==> src/rtl/muldiv_sequencer.sv <==
// Iterative multiply/divide unit owning the HI/LO pair; shift-add multiply, restoring divide.
// Ports: clk, reset, start/op/a/b issue, hi_we/lo_we/wdata moves, rd_hilo, busy/done/stall, hi/lo.
// Optional MULDIV_EARLY_OUT_EN: multiply exits once the remaining multiplier bits are zero.
module muldiv_sequencer #(
   parameter int WIDTH = 32
) (
   input  logic             clk,
   input  logic             reset,
   input  logic             start,
   input  logic [1:0]       op,
   input  logic [WIDTH-1:0] a,
   input  logic [WIDTH-1:0] b,
   input  logic             hi_we,
   input  logic             lo_we,
   input  logic [WIDTH-1:0] wdata,
   input  logic             rd_hilo,
   output logic             busy,
   output logic             done,
   output logic             stall,
   output logic [WIDTH-1:0] hi,
   output logic [WIDTH-1:0] lo
);

   localparam int CW = $clog2(WIDTH + 1);

   localparam logic [1:0] S_IDLE = 2'd0;
   localparam logic [1:0] S_RUN  = 2'd1;
   localparam logic [1:0] S_FIX  = 2'd2;

   logic [1:0]         state;
   logic [CW-1:0]      cnt;
   logic [2*WIDTH-1:0] acc;
   logic [WIDTH-1:0]   rem;
   logic [WIDTH-1:0]   mcand;
   logic [WIDTH-1:0]   opb;
   logic [WIDTH-1:0]   a_raw;
   logic               is_div;
   logic               neg_q;
   logic               neg_r;
   logic               div0;

   logic               sgn;
   logic               a_neg;
   logic               b_neg;
   logic [WIDTH-1:0]   a_mag;
   logic [WIDTH-1:0]   b_mag;

   logic [WIDTH:0]     mul_sum;
   logic [2*WIDTH-1:0] mul_next;
   logic [WIDTH:0]     div_sh;
   logic [WIDTH:0]     div_diff;
   logic               div_ok;
   logic [WIDTH-1:0]   rem_next;
   logic [WIDTH-1:0]   quo_next;
   logic               run_exit;

   logic [2*WIDTH-1:0] prod_al;
   logic [2*WIDTH-1:0] prod_fix;
   logic [WIDTH-1:0]   quo_fix;
   logic [WIDTH-1:0]   rem_fix;

   assign busy  = (state != S_IDLE);
   assign stall = busy & (start | rd_hilo | hi_we | lo_we);

   // op[0] set means unsigned
   assign sgn   = ~op[0];
   assign a_neg = sgn & a[WIDTH-1];
   assign b_neg = sgn & b[WIDTH-1];
   assign a_mag = a_neg ? (~a + 1'b1) : a;
   assign b_mag = b_neg ? (~b + 1'b1) : b;

   // multiply step: add multiplicand into the top half, then shift right
   assign mul_sum  = {1'b0, acc[2*WIDTH-1:WIDTH]}
                   + {1'b0, (opb[0] ? mcand : {WIDTH{1'b0}})};
   assign mul_next = {mul_sum, acc[WIDTH-1:1]};

   // divide step: bit WIDTH of the difference is the borrow
   assign div_sh   = {rem, acc[WIDTH-1]};
   assign div_diff = div_sh - {1'b0, opb};
   assign div_ok   = ~div_diff[WIDTH];
   assign rem_next = div_ok ? div_diff[WIDTH-1:0] : div_sh[WIDTH-1:0];
   assign quo_next = {acc[WIDTH-2:0], div_ok};

`ifdef MULDIV_EARLY_OUT_EN
   assign run_exit = (cnt == '0) | (~is_div & (opb == '0));
   // skipped iterations would only have shifted right
   assign prod_al  = acc >> cnt;
`else
   assign run_exit = (cnt == '0);
   assign prod_al  = acc;
`endif

   assign prod_fix = neg_q ? (~prod_al + 1'b1) : prod_al;
   assign quo_fix  = neg_q ? (~acc[WIDTH-1:0] + 1'b1) : acc[WIDTH-1:0];
   assign rem_fix  = neg_r ? (~rem + 1'b1) : rem;

   always_ff @(posedge clk) begin
      done <= 1'b0;
      if (reset) begin
         state  <= S_IDLE;
         cnt    <= '0;
         acc    <= '0;
         rem    <= '0;
         mcand  <= '0;
         opb    <= '0;
         a_raw  <= '0;
         is_div <= 1'b0;
         neg_q  <= 1'b0;
         neg_r  <= 1'b0;
         div0   <= 1'b0;
         hi     <= '0;
         lo     <= '0;
      end else begin
         unique case (state)
            S_IDLE: begin
               if (start) begin
                  state  <= S_RUN;
                  cnt    <= CW'(WIDTH);
                  is_div <= op[1];
                  neg_q  <= a_neg ^ b_neg;
                  neg_r  <= a_neg;
                  div0   <= op[1] & (b == '0);
                  a_raw  <= a;
                  mcand  <= a_mag;
                  opb    <= b_mag;
                  rem    <= '0;
                  acc    <= op[1] ? {{WIDTH{1'b0}}, a_mag} : '0;
               end else begin
                  if (hi_we) hi <= wdata;
                  if (lo_we) lo <= wdata;
               end
            end
            S_RUN: begin
               if (run_exit) begin
                  state <= S_FIX;
               end else begin
                  cnt <= cnt - CW'(1);
                  if (is_div) begin
                     acc[WIDTH-1:0] <= quo_next;
                     rem            <= rem_next;
                  end else begin
                     acc <= mul_next;
                     opb <= opb >> 1;
                  end
               end
            end
            S_FIX: begin
               state <= S_IDLE;
               done  <= 1'b1;
               if (is_div) begin
                  if (div0) begin
                     lo <= '1;
                     hi <= a_raw;
                  end else begin
                     lo <= quo_fix;
                     hi <= rem_fix;
                  end
               end else begin
                  hi <= prod_fix[2*WIDTH-1:WIDTH];
                  lo <= prod_fix[WIDTH-1:0];
               end
            end
            default: state <= S_IDLE;
         endcase
      end
   end

endmodule

==> config.mk <==
export PLATFORM = sky130hd
export DESIGN_NAME = muldiv_sequencer
export DESIGN_NICKNAME = d
export VERILOG_FILES = /design/src/rtl/muldiv_sequencer.sv
export SDC_FILE = /design/constraint.sdc
export NUM_CORES = 1
export LEC_CHECK = 0
export ABC_AREA = 1
export BUFFER_PORTS_ARGS = -buffer_cell sky130_fd_sc_hd__buf_4
export CORE_MARGIN = 2
export CORE_UTILIZATION = 45
export CTS_CLUSTER_DIAMETER = 50
export CTS_CLUSTER_SIZE = 28
export DETAILED_ROUTE_END_ITERATION = 8
export PLACE_DENSITY_LB_ADDON = 0.25
export SLEW_MARGIN = 20
export SYNTH_ARGS = -nofsm -noshare
export SYNTH_HDL_FRONTEND = slang
export SYNTH_SLANG_ARGS = --single-unit
==> constraint.sdc <==
create_clock -name clk -period 3.4 [get_ports clk]
set_clock_uncertainty 0.15 [all_clocks]
set_input_delay 0.17 -clock clk [delete_from_list [all_inputs] [get_ports clk]]
set_output_delay 0.17 -clock clk [all_outputs]
set_load 0.01 [all_outputs]
==> flow_summary_export.csv <==
group,metric,value,unit
outcome,outcome,"complete, no violations",
finish,nFillCells,4928,
setup_path,crit_path_max_incr_delay,0.56,ns
setup_path,crit_path_top_delay_cell,"sky130_fd_sc_hd__dlygate4sd3_1",
yosys,yosys_warnings,0,
sta,worstMarginPinSlew,1.02,ns
power_and_ir_drop,p_per_area,449,mW/mm^2
global_routing,grt_overflow_total,0,
power_and_ir_drop,combPwrFrac,32.0,%
finish,layout-drive-gt1-share,10.1,%
global_routing,grt_start_max_net_pins,91,
power_and_ir_drop,p_sw,4.57,mW
route,route.detailed.wl_per_inst,19.4,microns
global_routing,top_usage_layer,"met2",
place,io_buffers,170,
setup_path,crit_arrival,3.45,ns
power_and_ir_drop,leakage_power_summed_over_all_cells,12.6,nW
sta,final_setup_viols,0,
route,routed_via_density,5.68,
finish,n_antenna_cell,0,
min_path,hold_path_startpoint,"b[9]",
yosys,netlist.area_leader.share,24.7,%
route,route.antenna.remaining_nets,0,
min_path,timing.hold.worst.class,"input port to register",
min_path,hold_path_depth,6,
setup_path,critical_path.startpoint_type,"register",
yosys,avgSynthCellArea,5.87,sq um
clock_tree,tritoncts,"done",
route,drt_pass1_iterations,8,
setup_path,timing.critical_path.cells,"inv_2 > nor2_4 > nand2_2 > nand3_1 > nand2_1 > nor2_2 > nand2_2 > inv_2 > o221ai_1 > a21oi_1 > dlygate4sd3_1",
setup_path,worst_path_required,3.75,ns
floorplanning,area_of_the_die,0.0501,sq mm
place,post_dp_cell_area,0.0234,sq mm
place,routabilityCongestion,1.05,
sta,timing.max_slew.rel_slack,31.8,%
finish,postLayoutCellArea,0.0257,sq mm
yosys,number_of_enable_flip_flop_cells_after_synthesis,0,
yosys,netlist_area,0.0217,sq mm
clock_tree,number_of_buffers_created_by_cts,35,
clock_tree,cts_root_buf,"sky130_fd_sc_hd__clkbuf_16",
floorplanning,fp.coreArea,0.0477,sq mm
setup_path,reg2reg_to,"opb[5]",
clock_tree,h_tree_depth_reported_by_cts,2,
yosys,yosysMostFrequentCell,"sky130_fd_sc_hd__nand2_1",
sta,achievable-frequency,323,MHz
setup_path,setup.worst_path.class,"register to register",
yosys,postSynth.topFlopCell,"sky130_fd_sc_hd__dfxtp_1",
floorplanning,i_o_pin_count,171,
route,postRouteWirelength,88.4,mm
route,count_of_unresolved_drc_violations_after_routing,0,
sta,maxSlewViolCount,0,
global_routing,groute.layer.met1.usage,47.9,%
sta,rsz_0062_raised_after_global_routing,"no",
floorplanning,floorplan.rows,80,
setup_path,worstPathMaxFanout,23,
sta,portion_of_the_clock_cycle_consumed_by_the_worst_path_in_the_final_layout,91.0,%
yosys,yosysSeqAreaShare,24.7,%
yosys,synthesis.instances,3701,
route,dr.first_iter.drc_count,3252,
floorplanning,die_h,224,microns
flow_run,max_cap_violations,0,
finish,flow.area_growth_from_synthesis,18.4,%
clock_tree,clkTransAtPathRegs,0.06,ns
global_routing,fraction_of_met2_tracks_used_by_global_routing,53.5,%
power_and_ir_drop,proportion_of_power_drawn_by_the_clock_network,34.8,%
route,dr_total_vias,25800,
yosys,async_flop_share,0,%
yosys,synth_top_cells_by_count,"1016 x sky130_fd_sc_hd__nand2_1, 460 x sky130_fd_sc_hd__inv_1, 390 x sky130_fd_sc_hd__nor2_1",
floorplanning,dieWidth,224,microns
yosys,synth.largest_area_cell,"sky130_fd_sc_hd__dfxtp_1",
sta,hold_viol,0,
yosys,synth.top_cells.by_area,"sky130_fd_sc_hd__dfxtp_1 25%, sky130_fd_sc_hd__nand2_1 18%, sky130_fd_sc_hd__inv_1 7.9%",
global_routing,global_route_wire_length_before_repair,134,mm
power_and_ir_drop,switching_share,39.5,%
clock_tree,cts.sinks,268,
setup_path,timing.reg2reg.worst_path_depth,11,
setup_path,rr_startpoint,"state[0]",
power_and_ir_drop,ir_worst_vdd,0.000365,V
floorplanning,initial_utilization,45.5,%
clock_tree,ctsResizeCount,0,
yosys,postSynthNetCount,3877,
sta,layout_min_cycle_time,3.09,ns
finish,finalCoreUtilization,53.9,%
clock_tree,number_of_buffers_inserted_to_repair_setup_after_cts,0,
power_and_ir_drop,internal-power,6.98,mW
global_routing,track_usage,34.5,%
setup_path,reg2reg_setup_slack,0.31,ns
place,detailed_place_hpwl,68.6,mm
setup_path,timing.critical_path.to_type,"register",
clock_tree,worstSkewPairLatency,0.59,ns
sta,totalNegativeSetupSlack,0,ns
clock_tree,cts-root-to-sink-buffers,3,
yosys,ys_types,57,
yosys,synth.ff_latch_count,268,
finish,nets,4084,
global_routing,first_global_vias,23300,
global_routing,number_of_antenna_violations_at_the_first_check_in_global_routing,3,
power_and_ir_drop,sequentialPowerShare,33.1,%
min_path,hold_path_end,"opb[9]",
global_routing,globalRouteMet3Util,6.83,%
clock_tree,cts_hold_buf,107,
-- flip-flops by register name, summed over array words and instances (netlist names), 2 cells and up --
| name | count |
|---|---|
| acc | 64 |
| state | 2 |
| mcand | 32 |
| hi | 32 |
| rem | 32 |
| a_raw | 31 |
| lo | 32 |
| opb | 32 |
| cnt | 6 |
-- cells by family (layout without fill, tap and decap cells) --
kind of cell | after synthesis | count (layout) | share of synthesized area [%]
adder cells (fa/ha/maj) | 72 | 72 | 4.21
AND/OR/NAND/NOR | 1904 | 1904 | 37.3
AO/OA/AOI/OAI | 776 | 776 | 20.1
flip-flops | 268 | 268 | 24.7
XOR/XNOR | 55 | 55 | 2.22
buffers and inverters | 626 | 860 | 11.4
-- cell type report --
type / count / area [sq um] / area share (%)
tap: 615 / 769 / 2.99
clock buffer: 39 / 911 / 3.54
timing repair buffer: 315 / 2670 / 10.4
sequential: 268 / 5370 / 20.9
inverter: 481 / 1810 / 7.02
clock inverter: 25 / 320 / 1.24
multi-input combinational: 2807 / 13900 / 54.0
-- metrics by stage --
stage          hold slack (ns)  power (mW)  setup WS [ns]  instances
4_1_cts                0.00109        11.4          0.378       4550
5_1_grt                 0.0667        12.0         0.0458       4550
2_1_floorplan            0.123        6.07          0.667       3701
3_5_place_dp             0.264        7.33          0.611       4379
3_3_place_gp             0.262        7.32          0.602       4379
6_report               0.00953        11.5          0.307       4550
-- per-layer routing --
| layer | part of all wire [%] | routed length (microns) |
|---|---|---|
| met1 | 42 | 37300 |
| met2 | 43 | 38100 |
| met3 | 11 | 10000 |
| met4 | 3.3 | 2920 |
| met5 | 0.045 | 40 |
-- worst max-delay path: cells and delay by family, from the launching register on --
| kind | cells | cell delay [ns] |
|---|---|---|
| compound gates | 2 | 0.36 |
| buf+inv | 3 | 1.12 |
| flops | 1 | 0.50 |
| simple gates | 6 | 0.86 |
-- cells in the final DEF (no fill, tap or decap), types with 14 or more instances in the layout --
cell	netlist	routed
sky130_fd_sc_hd__a21oi_1	339	339
sky130_fd_sc_hd__a21oi_2	18	18
sky130_fd_sc_hd__a221oi_1	18	18
sky130_fd_sc_hd__a22o_1	18	18
sky130_fd_sc_hd__a22oi_1	14	14
sky130_fd_sc_hd__a31oi_1	17	17
sky130_fd_sc_hd__buf_4	11	205
sky130_fd_sc_hd__clkbuf_16	0	35
sky130_fd_sc_hd__dfxtp_1	268	267
sky130_fd_sc_hd__dlygate4sd3_1	0	107
sky130_fd_sc_hd__ha_1	70	70
sky130_fd_sc_hd__inv_1	460	459
sky130_fd_sc_hd__inv_2	18	19
sky130_fd_sc_hd__nand2_1	1016	1016
sky130_fd_sc_hd__nand2_2	36	36
sky130_fd_sc_hd__nand3_1	316	316
sky130_fd_sc_hd__nand3b_1	22	22
sky130_fd_sc_hd__nand4_1	34	34
sky130_fd_sc_hd__nor2_1	390	388
sky130_fd_sc_hd__nor3_1	34	34
sky130_fd_sc_hd__o21ai_0	252	252
sky130_fd_sc_hd__o21ai_1	20	20
sky130_fd_sc_hd__o22ai_1	25	25
sky130_fd_sc_hd__or2_2	14	14
sky130_fd_sc_hd__xor2_1	46	46
-- power by group through the flow --
stage,logic [mW],registers (mW),clock network (mW)
6_report,3.70,3.82,4.02
5_1_grt,4.05,3.84,4.15
4_1_cts,3.59,3.79,4.02
3_5_place_dp,3.47,3.86,0
3_3_place_gp,3.46,3.86,0
2_1_floorplan,2.31,3.75,0
-- worst max-delay path by stage --
stage / slack, ns / endpoint / from
after global routing: 0.05 / opb[5] / state[0]
after CTS: 0.38 / opb[5] / state[0]
after detailed placement: 0.61 / acc[62] / opb[0]
final: 0.31 / opb[5] / state[0]
after floorplan: 0.67 / acc[61] / opb[0]
after global placement: 0.60 / acc[62] / opb[0]
No activity file was read; power rests on OpenSTA's default activity.
